<file path="src/rtl/dac_mux_pkg.sv">
// Shared types and default parameters for the multiplexed serial DAC scanner.
package dac_mux_pkg;
  localparam int DEF_DATA_W = 12;
  localparam int DEF_N_CH   = 6;
  localparam int DEF_HALF   = 2;
  localparam int DEF_LD_GAP = 2;
  localparam int DEF_LD_W   = 2;
  localparam int DEF_SETTLE = 4;
  localparam int DEF_CLR_W  = 2;
  localparam int CNT_W      = 16;

  typedef enum logic [2:0] {
    ST_IDLE, ST_CLEAR, ST_SHIFT, ST_GAP, ST_LOAD, ST_SETTLE
  } state_t;

  // clog2 that never yields a zero-width vector
  function automatic int clog2_1(input int n);
    return (n > 1) ? $clog2(n) : 1;
  endfunction
endpackage

</file>
<file path="src/rtl/dac_mux_scanner_if.sv">
// Control/write port and DAC/mux outputs of the scanner, grouped as one bus.
interface dac_mux_scanner_if #(
  parameter int DATA_W = dac_mux_pkg::DEF_DATA_W,
  parameter int N_CH   = dac_mux_pkg::DEF_N_CH
);
  localparam int CHW = dac_mux_pkg::clog2_1(N_CH);

  logic              start;
  logic              cont;
  logic              clr_req;
  logic              wr_en;
  logic [CHW-1:0]    wr_ch;
  logic [DATA_W-1:0] wr_data;
  logic              dac_clk;
  logic              dac_sdi;
  logic              dac_ld_n;
  logic              dac_clr_n;
  logic [N_CH-1:0]   mux_sel;
  logic              busy;
  logic              frame_done;

  modport master (
    output start, cont, clr_req, wr_en, wr_ch, wr_data,
    input  dac_clk, dac_sdi, dac_ld_n, dac_clr_n, mux_sel, busy, frame_done
  );
  modport slave (
    input  start, cont, clr_req, wr_en, wr_ch, wr_data,
    output dac_clk, dac_sdi, dac_ld_n, dac_clr_n, mux_sel, busy, frame_done
  );
endinterface

</file>
<file path="src/rtl/dac_bit_shifter.sv">
// Serializes one DAC code MSB first: latches on load, then 2*HALF cycles per bit,
// dac_clk low for the first HALF cycles and high for the last HALF.
module dac_bit_shifter import dac_mux_pkg::*; #(
  parameter int DATA_W = DEF_DATA_W,
  parameter int HALF   = DEF_HALF
) (
  input  logic              clk,
  input  logic              reset,
  input  logic              load,
  input  logic [DATA_W-1:0] din,
  output logic              dac_clk,
  output logic              dac_sdi,
  output logic              last
);
  localparam int DW = clog2_1(2 * HALF);
  localparam int BW = clog2_1(DATA_W);

  logic [DATA_W-1:0] sr;
  logic [DW-1:0]     div;
  logic [BW-1:0]     bitcnt;
  logic              run;
  logic              bit_end;

  assign bit_end = (div == DW'(2 * HALF - 1));
  assign last    = run && bit_end && (bitcnt == BW'(DATA_W - 1));

  always_ff @(posedge clk) begin
    if (reset) begin
      sr      <= '0;
      div     <= '0;
      bitcnt  <= '0;
      run     <= 1'b0;
      dac_clk <= 1'b1;
      dac_sdi <= 1'b0;
    end else begin
      // outputs trail the divider by one cycle so they come straight from flops
      if (run) begin
        dac_clk <= (div >= DW'(HALF));
        dac_sdi <= sr[DATA_W-1];
      end else begin
        dac_clk <= 1'b1;
        dac_sdi <= 1'b0;
      end
      if (load) begin
        sr     <= din;
        div    <= '0;
        bitcnt <= '0;
        run    <= 1'b1;
      end else if (run) begin
        if (bit_end) begin
          div    <= '0;
          sr     <= sr << 1;
          bitcnt <= bitcnt + 1'b1;
          if (last) run <= 1'b0;
        end else begin
          div <= div + 1'b1;
        end
      end
    end
  end
endmodule

</file>
<file path="src/rtl/dac_mux_scanner.sv">
// Scans a bank of DAC codes over N_CH mux channels: shift, load, then hold the
// analog mux on the channel while it settles. Optional DAC clear between channels.
module dac_mux_scanner import dac_mux_pkg::*; #(
  parameter int DATA_W = DEF_DATA_W,
  parameter int N_CH   = DEF_N_CH,
  parameter int HALF   = DEF_HALF,
  parameter int LD_GAP = DEF_LD_GAP,
  parameter int LD_W   = DEF_LD_W,
  parameter int SETTLE = DEF_SETTLE,
  parameter int CLR_W  = DEF_CLR_W
) (
  input  logic               clk,
  input  logic               reset,
  dac_mux_scanner_if.slave   bus
);
  localparam int CHW = clog2_1(N_CH);

  state_t            st, st_d;
  logic [CNT_W-1:0]  cnt, cnt_d;
  logic [CHW-1:0]    ch, ch_d;
  logic              rs, rs_d;
  logic              clr_pend, clr_take;
  logic              load, fd, go, last_ch, sh_last, wr_ok;
  logic [DATA_W-1:0] bank [N_CH];
  logic [DATA_W-1:0] sh_din;

  assign last_ch = (ch == CHW'(N_CH - 1));
  assign wr_ok   = bus.wr_en && ({1'b0, bus.wr_ch} < (CHW + 1)'(N_CH));
  // latched at the SHIFT-entry edge, so a write on that same edge lands next visit
  assign sh_din  = bank[ch_d];

  always_comb begin
    st_d     = st;
    cnt_d    = cnt + 1'b1;
    ch_d     = ch;
    rs_d     = rs;
    clr_take = 1'b0;
    load     = 1'b0;
    fd       = 1'b0;
    go       = 1'b0;
    case (st)
      ST_IDLE: begin
        cnt_d = '0;
        if (clr_pend) begin
          st_d     = ST_CLEAR;
          clr_take = 1'b1;
          rs_d     = 1'b0;
        end else if (bus.start) begin
          st_d = ST_SHIFT;
          ch_d = '0;
          load = 1'b1;
        end
      end
      ST_CLEAR: if (cnt == CNT_W'(CLR_W - 1)) begin
        cnt_d = '0;
        if (rs) begin
          st_d = ST_SHIFT;
          load = 1'b1;
        end else begin
          st_d = ST_IDLE;
        end
      end
      ST_SHIFT: begin
        cnt_d = '0;
        if (sh_last) st_d = ST_GAP;
      end
      ST_GAP: if (cnt == CNT_W'(LD_GAP - 1)) begin
        cnt_d = '0;
        st_d  = ST_LOAD;
      end
      ST_LOAD: if (cnt == CNT_W'(LD_W - 1)) begin
        cnt_d = '0;
        st_d  = ST_SETTLE;
      end
      ST_SETTLE: if (cnt == CNT_W'(SETTLE - 1)) begin
        cnt_d = '0;
        fd    = last_ch;
        ch_d  = last_ch ? '0 : ch + 1'b1;
        go    = !last_ch || bus.cont;
        // a pending clear slots in here; rs remembers whether to resume shifting
        if (clr_pend) begin
          st_d     = ST_CLEAR;
          clr_take = 1'b1;
          rs_d     = go;
        end else if (go) begin
          st_d = ST_SHIFT;
          load = 1'b1;
        end else begin
          st_d = ST_IDLE;
        end
      end
      default: st_d = ST_IDLE;
    endcase
  end

  always_ff @(posedge clk) begin
    if (reset) begin
      st             <= ST_IDLE;
      cnt            <= '0;
      ch             <= '0;
      rs             <= 1'b0;
      clr_pend       <= 1'b0;
      for (int i = 0; i < N_CH; i++) bank[i] <= '0;
      bus.dac_ld_n   <= 1'b1;
      bus.dac_clr_n  <= 1'b1;
      bus.mux_sel    <= '0;
      bus.busy       <= 1'b0;
      bus.frame_done <= 1'b0;
    end else begin
      st       <= st_d;
      cnt      <= cnt_d;
      ch       <= ch_d;
      rs       <= rs_d;
      clr_pend <= (clr_pend && !clr_take) || bus.clr_req;
      if (wr_ok) bank[bus.wr_ch] <= bus.wr_data;
      bus.dac_ld_n   <= (st != ST_LOAD);
      bus.dac_clr_n  <= (st != ST_CLEAR);
      bus.mux_sel    <= (st == ST_SETTLE) ? (N_CH'(1) << ch) : '0;
      bus.busy       <= (st != ST_IDLE);
      bus.frame_done <= fd;
    end
  end

  dac_bit_shifter #(.DATA_W(DATA_W), .HALF(HALF)) u_sh (
    .clk     (clk),
    .reset   (reset),
    .load    (load),
    .din     (sh_din),
    .dac_clk (bus.dac_clk),
    .dac_sdi (bus.dac_sdi),
    .last    (sh_last)
  );
endmodule

</file>
<file path="src/flat_wrapper.sv">
// flat-port wrapper written by rule: the top's interface ports become plain ports
module dac_mux_scanner_flat import dac_mux_pkg::*;
#(
  parameter int DATA_W = DEF_DATA_W,
  parameter int N_CH   = DEF_N_CH,
  parameter int HALF   = DEF_HALF,
  parameter int LD_GAP = DEF_LD_GAP,
  parameter int LD_W   = DEF_LD_W,
  parameter int SETTLE = DEF_SETTLE,
  parameter int CLR_W  = DEF_CLR_W
)
  (clk, reset, bus_start, bus_cont, bus_clr_req, bus_wr_en, bus_wr_ch, bus_wr_data, bus_dac_clk, bus_dac_sdi, bus_dac_ld_n, bus_dac_clr_n, bus_mux_sel, bus_busy, bus_frame_done);
  dac_mux_scanner_if #(.DATA_W(DATA_W), .N_CH(N_CH)) bus_i ();
  input  logic clk;
  input  logic reset;
  input wire logic [$bits(bus_i.start)-1:0] bus_start;
  input wire logic [$bits(bus_i.cont)-1:0] bus_cont;
  input wire logic [$bits(bus_i.clr_req)-1:0] bus_clr_req;
  input wire logic [$bits(bus_i.wr_en)-1:0] bus_wr_en;
  input wire logic [$bits(bus_i.wr_ch)-1:0] bus_wr_ch;
  input wire logic [$bits(bus_i.wr_data)-1:0] bus_wr_data;
  output wire logic [$bits(bus_i.dac_clk)-1:0] bus_dac_clk;
  output wire logic [$bits(bus_i.dac_sdi)-1:0] bus_dac_sdi;
  output wire logic [$bits(bus_i.dac_ld_n)-1:0] bus_dac_ld_n;
  output wire logic [$bits(bus_i.dac_clr_n)-1:0] bus_dac_clr_n;
  output wire logic [$bits(bus_i.mux_sel)-1:0] bus_mux_sel;
  output wire logic [$bits(bus_i.busy)-1:0] bus_busy;
  output wire logic [$bits(bus_i.frame_done)-1:0] bus_frame_done;
  assign bus_i.start = bus_start;
  assign bus_i.cont = bus_cont;
  assign bus_i.clr_req = bus_clr_req;
  assign bus_i.wr_en = bus_wr_en;
  assign bus_i.wr_ch = bus_wr_ch;
  assign bus_i.wr_data = bus_wr_data;
  assign bus_dac_clk = bus_i.dac_clk;
  assign bus_dac_sdi = bus_i.dac_sdi;
  assign bus_dac_ld_n = bus_i.dac_ld_n;
  assign bus_dac_clr_n = bus_i.dac_clr_n;
  assign bus_mux_sel = bus_i.mux_sel;
  assign bus_busy = bus_i.busy;
  assign bus_frame_done = bus_i.frame_done;
  dac_mux_scanner #(.DATA_W(DATA_W), .N_CH(N_CH), .HALF(HALF), .LD_GAP(LD_GAP), .LD_W(LD_W), .SETTLE(SETTLE), .CLR_W(CLR_W)) u_core (.clk(clk), .reset(reset), .bus(bus_i));
endmodule
</file>
<file path="config.mk">
export PLATFORM = sky130hd
export DESIGN_NAME = dac_mux_scanner_flat
export DESIGN_NICKNAME = d
export VERILOG_FILES = /design/src/rtl/dac_mux_pkg.sv /design/src/rtl/dac_mux_scanner_if.sv /design/src/rtl/dac_bit_shifter.sv /design/src/rtl/dac_mux_scanner.sv /design/src/flat_wrapper.sv
export SDC_FILE = /design/constraint.sdc
export NUM_CORES = 1
export LEC_CHECK = 0
export ABC_AREA = 1
export BUFFER_PORTS_ARGS = -buffer_cell sky130_fd_sc_hd__buf_2
export CORE_ASPECT_RATIO = 1.5
export CORE_MARGIN = 8
export CORE_UTILIZATION = 60
export DETAILED_ROUTE_END_ITERATION = 10
export PLACE_DENSITY_LB_ADDON = 0.1
export SLEW_MARGIN = 20
export SYNTH_ARGS = -nofsm -noshare
export SYNTH_HDL_FRONTEND = slang
export SYNTH_SLANG_ARGS = --single-unit
</file>
<file path="constraint.sdc">
create_clock -name clk -period 4.1 [get_ports clk]
set_input_delay 0.82 -clock clk [delete_from_list [all_inputs] [get_ports clk]]
set_output_delay 0.82 -clock clk [all_outputs]
set_load 0.01 [all_outputs]
</file>
==> results.sh <==
export IMPL_relSlewSlack_pct=32.8
export IMPL_post_dp_cell_area_um2=7130
export IMPL_clock_sink_count=151
export IMPL_layout_commonest_cell="nand2_1"
export IMPL_hp_class="reg -> reg"
export IMPL_setup_viol=0
export IMPL_yosysSeqAreaShare_pct=58.0
export IMPL_crit_path_end_kind="register"
export IMPL_pre_cts_ws_ns=1.20
export IMPL_grt_overflow_total=0
export IMPL_postLayoutSetupSlackWorst_ns=1.41
export IMPL_critPathArrivalTime_ns=3.04
export IMPL_critPathKind="reg -> reg"
export IMPL_cts_buffers=17
export IMPL_fin_crit_ns=2.69
export IMPL_grt_max_degree=94
export IMPL_drv_slew=0
export IMPL_avgSynthCellArea_um2=9.10
export IMPL_stdcell_area_um2=7700
export IMPL_dieHeight_um=147
export IMPL_final_cells=965
export IMPL_crit_path_top_delay_cell="nand2_2"
export IMPL_worstPathRequired_ns=4.45
export IMPL_grt_pass1_wl_um=22100
export IMPL_max_stage_delay_ns=0.54
export IMPL_clkTransAtPathRegs_ns=0.06
export IMPL_grt_usage_pct=18.9
export IMPL_final_cell_mix="122 x nand2_1, 119 x nor2_1, 117 x inv_1"
export IMPL_post_cts_buffers=0
export IMPL_wl_per_cell_um=13.7
export IMPL_power_leakage_nw=3.25
export IMPL_nets=828
export IMPL_finalHoldViolCount=0
export IMPL_cts_resized=0
export IMPL_hpwlAfterDp_um=9630
export IMPL_period_share_pct=65.6
export IMPL_coreArea_um2=11400
export IMPL_total_power_mw=3.79
export IMPL_ir_drop_uv=301
export IMPL_drc=0
export IMPL_grt_pass1_vias=4971
export IMPL_cp_cell_sequence="ha_1 -> nand2_2 -> nor2_4 -> nand2_2 -> nand2_4 -> nand2_2 -> nand2_2 -> nand2_2 -> a21oi_1 -> o21ai_1 -> nand3_1 -> nand3_1 -> nand2_1"
export IMPL_synth_cell_type_count=45
export IMPL_num_vias=4909
export IMPL_dp_cells=933
export IMPL_cp_common_cell="nand2_2"
export IMPL_num_rows=48
export IMPL_fillers=885
export IMPL_viasPerCell=5.09
export IMPL_tightest_slew_ns=1.00
export IMPL_htreeDepth=4
export IMPL_final_setup_tns_ns=0
export IMPL_max_freq_ghz=0.372
export IMPL_finalWirelength_um=13200
export IMPL_start_util_pct=60.5
export IMPL_ys_ff_latch=151
export IMPL_start_kind="register"
export IMPL_drt_pass1_iter_count=5
export IMPL_path_buf_inv=0
export IMPL_ctsHoldBuffers=0
export IMPL_drive_gt1_share_pct=12.1
export IMPL_syn_inst=755
export IMPL_yosys_warnings=0
export IMPL_worst_path_max_fanout=47
export IMPL_num_io_pins=33
export IMPL_die_area_um2=15200
export IMPL_antenna_cells=0
export IMPL_fp_dieW_um=103
export IMPL_syn_area_um2=6870
export IMPL_cts_tree="yes"
export IMPL_numPortBuffers=32
export IMPL_area_growth_synth_to_final_pct=12.1
export IMPL_p_per_area_nw_per_um2=493
export IMPL_status="completed"
export IMPL_clock_skew_ns=0.00932
export IMPL_initialDrtViolationCount=217
export IMPL_routabilityCongestion=0.837
export IMPL_cap_violations=0
export IMPL_rsz0062_at_grt="no"
export IMPL_postRouteAntennaNets=0
export IMPL_crit_family="simple AND/OR/NAND/NOR gates"
export IMPL_root_buffer="clkbuf_16"
export IMPL_clk_insertion_delay_late_ns=0.42
export IMPL_antenna_found_initial=0
export IMPL_cts_path_max_buffers=2
## flip-flops by register name, indices dropped and copies added, names as in the netlist, 2 cells and up
| register | count |
|---|---|
| u_core.cnt | 16 |
| u_core.bank | 96 |
| u_core.bus.mux_sel | 6 |
| u_core.st | 3 |
| u_core.ch | 3 |
| u_core.u_sh.bitcnt | 4 |
| u_core.u_sh.div | 2 |
| u_core.u_sh.sr | 12 |
## through the flow
stage / hold slack (ns) / util, %
final: 0.441 / 67.8
after global routing: 0.455 / 67.8
after CTS: 0.441 / 67.8
after detailed placement: 0.430 / 62.8
after global placement: 0.430 / 62.8
after floorplan: 0.408 / -
## cells in the mapped netlist (all sizes together)
cell | instances | area (um^2)
conb | 1 | 3.75
nor3 | 5 | 25.0
a31oi | 1 | 6.26
xor2 | 2 | 17.5
clkbuf | 10 | 38.8
o22ai | 2 | 12.5
o211ai | 23 | 178
o21ai | 39 | 199
xnor2 | 1 | 8.76
edfxtp | 96 | 2880
o211a | 1 | 10.0
inv | 121 | 454
nor2 | 125 | 508
nand2 | 133 | 542
clkinv | 1 | 3.75
nor4 | 1 | 6.26
o21bai | 3 | 22.5
nand3 | 61 | 330
a21oi | 38 | 220
nand4 | 4 | 25.0
a211oi | 1 | 7.51
ha | 5 | 62.6
nor3b | 1 | 7.51
buf | 20 | 164
dfxtp | 55 | 1100
or2 | 3 | 18.8
nand3b | 1 | 7.51
a311oi | 1 | 8.76
## final timing paths
path	cells after the start	slack, ns	endpoint	start
min reg2reg	2	0.44	u_core.u_sh.dac_sdi	u_core.u_sh.sr[11]
max reg2reg	13	1.41	u_core.u_sh.sr[1]	u_core.cnt[0]
min	2	0.44	u_core.u_sh.dac_sdi	u_core.u_sh.sr[11]
max	13	1.41	u_core.u_sh.sr[1]	u_core.cnt[0]
## tightest hold or removal path, stage by stage, from the launching register on
cell and delay [ns]:
dfxtp_1 0.31, inv_1 0.05, nor2_1 0.04
## report_power, final
| part | internal, mW | switching (mW) | leakage (nW) |
|---|---|---|---|
| sequential | 1.75 | 0.0619 | 1.37 |
| clock | 0.897 | 0.607 | 0.277 |
| combinational | 0.150 | 0.331 | 1.60 |
| total | 2.79 | 1.00 | 3.25 |
## logic make-up after synthesis
group	share of synthesized area, %
AOI/OAI and AO/OA	9.67
xor gates and xnor gates	0.382
adders and majority gates	0.910
buffers and inverters	9.61
DFF	58.0
other	0.0546
and+or+nand+nor	21.4
## layer usage
| layer | vias to the layer above | share of wire, % | global-route usage (%) |
|---|---|---|---|
| met2 | 91 | 55 | 33.9 |
| met3 | 28 | 4.0 | 5.07 |
| met1 | 2257 | 39 | 19.0 |
| met4 | 0 | 2.2 | 9.67 |
| met5 | - | 0 | 0 |
| li1 | 2533 | - | - |
## final cells by class
cell class / count / area (um^2) / area share, %
clock buffer: 17 / 425 / 5.52
clock inverter: 15 / 150 / 1.95
inverter: 122 / 458 / 5.95
multi-input combinational: 475 / 2310 / 30.0
sequential: 151 / 3980 / 51.7
tap: 150 / 188 / 2.44
timing repair buffer: 35 / 183 / 2.37
No activity file was read; power rests on OpenSTA's default activity.
